==> config.mk <==
export PLATFORM = sky130hd
export DESIGN_NAME = game_sequencer
export DESIGN_NICKNAME = d
export VERILOG_FILES = /design/src/rtl/breakout_pkg.sv /design/src/rtl/btn_edge.sv /design/src/rtl/game_sequencer.sv
export SDC_FILE = /design/constraint.sdc
export NUM_CORES = 1
export LEC_CHECK = 0
export BUFFER_PORTS_ARGS = -buffer_cell sky130_fd_sc_hd__clkbuf_2
export CAP_MARGIN = 20
export CORE_MARGIN = 3
export CORE_UTILIZATION = 50
export DETAILED_ROUTE_END_ITERATION = 7
export GPL_TIMING_DRIVEN = 0
export PLACE_DENSITY_LB_ADDON = 0.15
export SLEW_MARGIN = 30
export SYNTH_ARGS = -nofsm -noshare
export SYNTH_HDL_FRONTEND = slang
export SYNTH_HIERARCHICAL = 1
export SYNTH_SLANG_ARGS = --single-unit
==> constraint.sdc <==
create_clock -name clock -period 3.3 [get_ports clock]
set_clock_uncertainty 0.1 [all_clocks]
set_input_delay 0.165 -clock clock [delete_from_list [all_inputs] [get_ports clock]]
set_output_delay 0.165 -clock clock [all_outputs]
set_load 0.03 [all_outputs]
==> src/rtl/breakout_pkg.sv <==
// Shared definitions for the Breakout game controller: state codes and
// default round timing.
package breakout_pkg;

  // State codes are also shown on the board LEDs, so the values are fixed.
  typedef enum logic [2:0] {
    StIdle  = 3'd0,
    StServe = 3'd1,
    StPlay  = 3'd2,
    StMiss  = 3'd3,
    StOver  = 3'd4,
    StWin   = 3'd5,
    StPause = 3'd6
  } game_state_e;

  localparam int unsigned LivesDefault      = 3;
  localparam int unsigned ServeTicksDefault = 60;
  localparam int unsigned MissTicksDefault  = 90;

  function automatic int unsigned max_u(input int unsigned a, input int unsigned b);
    return (a > b) ? a : b;
  endfunction

endpackage

==> src/rtl/btn_edge.sv <==
// Registers an active-low push button and flags a one-cycle event on its
// falling edge (release -> press).
module btn_edge (
  input  logic clock,
  input  logic reset,
  input  logic btn,
  output logic evt
);

  logic btn_q;
  logic armed_q;

  // btn_q idles at the released level; armed_q masks the first cycle after
  // reset so a button held through reset never looks like a fresh press.
  always_ff @(posedge clock) begin
    if (!reset) begin
      btn_q   <= 1'b1;
      armed_q <= 1'b0;
    end else begin
      btn_q   <= btn;
      armed_q <= 1'b1;
    end
  end

  // Falling edge of the active-low button.
  always_comb begin
    evt = armed_q & btn_q & ~btn;
  end

endmodule

==> src/rtl/game_sequencer.sv <==
// Breakout round sequencer: idle / serve / play / miss / over / win, with
// lives and saturating score. Gates the paddle and ball datapaths.
// Optional pause state is built only when GAME_PAUSE_EN is defined.
module game_sequencer
  import breakout_pkg::*;
#(
  parameter int unsigned LIVES       = LivesDefault,
  parameter int unsigned SERVE_TICKS = ServeTicksDefault,
  parameter int unsigned MISS_TICKS  = MissTicksDefault,
  parameter int unsigned SCORE_W     = 10
) (
  input  logic               clock,
  input  logic               reset,
  input  logic               start,
  input  logic               pause,
  input  logic               tick,
  input  logic               ball_lost,
  input  logic               brick_hit,
  input  logic               all_cleared,
  output logic               bar_en,
  output logic               ball_en,
  output logic               ball_load,
  output logic [1:0]         lives,
  output logic [SCORE_W-1:0] score,
  output logic [2:0]         state
);

  localparam int unsigned MaxTicks = max_u(SERVE_TICKS, MISS_TICKS);
  localparam int unsigned CntW     = (MaxTicks > 0) ? $clog2(MaxTicks + 1) : 1;

  localparam logic [CntW-1:0]    ServeLoad = CntW'(SERVE_TICKS);
  localparam logic [CntW-1:0]    MissLoad  = CntW'(MISS_TICKS);
  localparam logic [CntW-1:0]    CntOne    = CntW'(1);
  localparam logic [1:0]         LivesInit = 2'(LIVES);
  localparam logic [SCORE_W-1:0] ScoreMax  = '1;
  localparam logic [SCORE_W-1:0] ScoreOne  = SCORE_W'(1);

  game_state_e        state_q, state_d;
  logic [1:0]         lives_q, lives_d;
  logic [SCORE_W-1:0] score_q, score_d;
  logic [CntW-1:0]    cnt_q, cnt_d;

  logic start_evt;
  logic pause_evt;

  btn_edge u_start_edge (
    .clock (clock),
    .reset (reset),
    .btn   (start),
    .evt   (start_evt)
  );

`ifdef GAME_PAUSE_EN
  btn_edge u_pause_edge (
    .clock (clock),
    .reset (reset),
    .btn   (pause),
    .evt   (pause_evt)
  );
`else
  logic unused_pause;
  assign unused_pause = pause;
  assign pause_evt    = 1'b0;
`endif

  // Round state, lives, score and wait counter.
  always_ff @(posedge clock) begin
    if (!reset) begin
      state_q <= StIdle;
      lives_q <= LivesInit;
      score_q <= '0;
      cnt_q   <= '0;
    end else begin
      state_q <= state_d;
      lives_q <= lives_d;
      score_q <= score_d;
      cnt_q   <= cnt_d;
    end
  end

  // Next-state: round sequencing, life/score bookkeeping, tick countdown.
  always_comb begin
    state_d = state_q;
    lives_d = lives_q;
    score_d = score_q;
    cnt_d   = cnt_q;

    unique case (state_q)
      StIdle, StOver, StWin: begin
        if (start_evt) begin
          lives_d = LivesInit;
          score_d = '0;
          cnt_d   = ServeLoad;
          state_d = StServe;
        end
      end

      // A tick at terminal count is consumed by the exit itself.
      StServe: begin
        if (tick) begin
          if (cnt_q == '0) begin
            state_d = StPlay;
          end else begin
            cnt_d = cnt_q - CntOne;
          end
        end
      end

      StPlay: begin
        // Scoring happens even on the cycle a transition is taken.
        if (brick_hit && (score_q != ScoreMax)) begin
          score_d = score_q + ScoreOne;
        end
        if (all_cleared) begin
          state_d = StWin;
        end else if (ball_lost) begin
          lives_d = (lives_q == 2'd0) ? 2'd0 : lives_q - 2'd1;
          if (lives_q <= 2'd1) begin
            state_d = StOver;
          end else begin
            cnt_d   = MissLoad;
            state_d = StMiss;
          end
        end else if (pause_evt) begin
          state_d = StPause;
        end
      end

      StMiss: begin
        if (tick) begin
          if (cnt_q == '0) begin
            cnt_d   = ServeLoad;
            state_d = StServe;
          end else begin
            cnt_d = cnt_q - CntOne;
          end
        end
      end

`ifdef GAME_PAUSE_EN
      // Game inputs are ignored and score/lives hold while paused.
      StPause: begin
        if (pause_evt) begin
          state_d = StPlay;
        end
      end
`endif

      default: begin
        state_d = StIdle;
      end
    endcase
  end

  // Enables decode directly from the current state.
  always_comb begin
    bar_en    = (state_q == StServe) || (state_q == StPlay);
    ball_en   = (state_q == StPlay);
    ball_load = (state_q == StServe);
    lives     = lives_q;
    score     = score_q;
    state     = state_q;
  end

endmodule

==> flow_metrics.env <==
export IMPL_status="finished clean"
export IMPL_p_seq_frac=0.309
export IMPL_die_h_um=59.37
export IMPL_critPathTopFamily="simple AND/OR/NAND/NOR gates"
export IMPL_relSlewSlack=0.6549
export IMPL_vias=1357
export IMPL_vdd_drop_max_v=0.0006146
export IMPL_end_kind="register"
export IMPL_p_leak_nw=0.6370
export IMPL_htree_levels=1
export IMPL_cts_tree="yes"
export IMPL_r2r_end="cnt_q[3]"
export IMPL_synth_area_leaders="dfxtp_1, a21oi_1, o21ai_0"
export IMPL_switching_power_w=0.0005446
export IMPL_crit_required_ps=3460
export IMPL_p_int_w=0.0007257
export IMPL_worstSetupPathType="input port to register"
export IMPL_synth_cell_types=48
export IMPL_finalWirelength_mm=3.281
export IMPL_syn_avg_cell_area_um2=8.376
export IMPL_cap_viol_max_count=0
export IMPL_cts_max_path_buffers=2
export IMPL_cp_cell_sequence="dlygate4sd3_1 -> clkbuf_2 -> and3b_1 -> nor2b_1 -> nand2_1 -> o21a_1 -> buf_6 -> or3_1 -> a21oi_1"
export IMPL_setup_viol=0
export IMPL_grt_setup_unrepaired="false"
export IMPL_synthCells=170
export IMPL_postRouteAntennaNets=0
export IMPL_crit_buf_inv=3
export IMPL_critPathArrivalTime_ps=2220
export IMPL_critPathLaunchType="input port"
export IMPL_post_dp_hpwl_mm=2.442
export IMPL_cts_root_buffer="clkbuf_4"
export IMPL_n_antenna_cell=0
export IMPL_num_rows=18
export IMPL_wl_per_cell_um=14.27
export IMPL_grt_pass1_wl_mm=5.602
export IMPL_ys_ff_latch=24
export IMPL_synth_edf_count=0
export IMPL_fillCellCount=216
export IMPL_p_comb_frac=0.523
export IMPL_hold_viol=0
export IMPL_ff2ff_setup_slack_ps=1330
export IMPL_synth_flop_cell="dfxtp_1"
export IMPL_cts_hold_buf=2
export IMPL_hp_start="brick_hit"
export IMPL_synth_fp_nets=181
export IMPL_drt_iter0_markers=70
export IMPL_io_pins=26
export IMPL_grt_max_degree=15
export IMPL_clkSlewWorstSetupHoldPaths_ps=140
export IMPL_route_detailed_drc=0
export IMPL_nNetsFinal=212
export IMPL_fin_crit_ps=2057
export IMPL_period_share=0.6235
export IMPL_drtPass1Iterations=4
export IMPL_yosysTopAreaCell="dfxtp_1"
export IMPL_start_util=0.5498
export IMPL_max_stage_delay_ps=530
export IMPL_swShare=0.4287
export IMPL_worstMarginPinSlew_ps=517.6
export IMPL_crit_path_max_fanout=10
export IMPL_synthesis_area_um2=1424
export IMPL_grt_pass1_vias=1277
export IMPL_setup_tns_ps=0
export IMPL_final_core_util=0.6386
export IMPL_r2r_start="cnt_q[0]"
export IMPL_synth_top_cell_area_share=0.3374
export IMPL_grt_remaining_overflow=0
export IMPL_async_flop_share=0
export IMPL_via_per_inst=5.900
export IMPL_synth_top_cells_by_count="dfxtp_1, a21oi_1, nand2_1, nor2_1, o21ai_0"
export IMPL_crit_slowest_cell="dlygate4sd3_1"
export IMPL_grt_usage=0.2000
export IMPL_core_area_um2=2590
export IMPL_yosysWarnings=6
export IMPL_worst_hold_path_type="input port to register"
export IMPL_postCtsSetupRepairBufs=0
export IMPL_cts_resized=0
export IMPL_gp_congestion=0.8373
export IMPL_clkPwrFrac=0.168
export IMPL_seq_area_frac_synth=0.3374
export IMPL_numCtsBuffers=3
export IMPL_drive_gt1_frac=0.2200
export IMPL_timing_final_max_slew_violations=0
export IMPL_p_per_area_nw_per_um2=768.0
export IMPL_die_area_um2=3524
export IMPL_crit_path_start="start"
export IMPL_area_growth_pct=16.17
export IMPL_antenna_found_initial=0
export IMPL_clock_latency_ps=320
export IMPL_numClockSinks=24
export IMPL_port_buffers=24
export IMPL_dieWidth_um=59.37
export IMPL_synth_most_common_cell="dfxtp_1"
export IMPL_fmax_ghz=0.4860
export IMPL_reg2regPathDepth=6
export IMPL_hold_end="score[0]"
export IMPL_min_path_cells=5
[through the flow]
| stage | total power (W) | cell area, um2 | setup slack, ps | hold slack, ps | instances |
|---|---|---|---|---|---|
| global placement | 0.001027 | 1582 | 1415 | 259.3 | 224 |
| floorplan | 0.0009119 | 1424 | 774.4 | 92.72 | 170 |
| finish | 0.001270 | 1654 | 1243 | 242.1 | 230 |
| CTS | 0.001276 | 1654 | 1258 | 226.7 | 230 |
| global route | 0.001364 | 1654 | 1127 | 235.3 | 230 |
| detailed placement | 0.001055 | 1582 | 1373 | 262.4 | 224 |
[worst register-to-register path, cell delays in order, from the launching register on]
cell and delay (ps):
dfxtp_1 380, inv_1 100, ha_1 250, and3_1 200
a21oi_1 450, nand2_2 110, o221a_1 270
[registers in the layout, indices dropped and copies added (netlist names)]
name                  count
cnt_q                     7
lives                     2
score                    10
state                     3
u_start_edge/armed_q      1
u_start_edge/btn_q        1
[cell families after synthesis]
logic type	synth area share
multiplexers	0.007030
AO/OA/AOI/OAI	0.2601
AND/OR/NAND/NOR	0.2970
adder cells (fa/ha/maj)	0.02636
flip-flops	0.3374
buffers and inverters	0.06591
XOR/XNOR	0.006152
[how the worst max path moves through the flow]
stage                     slack (ps)  cells after the start        to
after floorplan                  770                      7  cnt_q[1]
after global placement          1420                      8  cnt_q[3]
after detailed placement        1370                      6  cnt_q[3]
after CTS                       1260                      9  score[3]
after global routing            1130                      9  score[3]
final                           1240                      9  score[3]
[routing by layer]
| layer | vias up | wire [um] | GRT usage |
|---|---|---|---|
| met5 | - | 0 | 0 |
| met4 | 0 | 11 | 0.06796 |
| met3 | 2 | 224 | 0.04357 |
| met2 | 46 | 1491 | 0.3183 |
| met1 | 619 | 1553 | 0.2660 |
| li1 | 690 | - | - |
[cell type report]
cell class / count / area [um2] / area share
multi-input cells: 130 / 849.6 / 0.5136
well taps: 30 / 37.54 / 0.02269
clock buffers: 3 / 22.52 / 0.01362
clock inverters: 1 / 30.03 / 0.01815
flip-flops and latches: 24 / 480.5 / 0.2905
plain buffers: 7 / 60.06 / 0.03631
repair buffers: 26 / 140.1 / 0.08472
inverters: 9 / 33.78 / 0.02042
[power by group through the flow]
stage | combinational, W | sequential (W) | clock [W]
4_1_cts | 0.000663 | 0.000393 | 0.000220
3_5_place_dp | 0.000656 | 0.000398 | 0
5_1_grt | 0.000733 | 0.000399 | 0.000233
3_3_place_gp | 0.000632 | 0.000396 | 0
2_1_floorplan | 0.000499 | 0.000412 | 0
6_report | 0.000664 | 0.000393 | 0.000213
[cells in the final DEF (no fill, tap or decap), drive strengths merged, types with 3 or more instances in the layout]
cell	Yosys	routed
nor2b	4	4
clkbuf	2	29
nand4	4	4
and3	3	3
o21a	4	4
nor3	3	3
a21oi	16	16
inv	9	9
buf	5	5
o21ai	12	12
or4	3	3
or3	4	4
nand2	16	16
o221a	3	3
nand3	10	10
dfxtp	24	24
nor2	12	12
ha	3	3
nor3b	4	4
No activity file was read; power rests on OpenSTA's default activity.
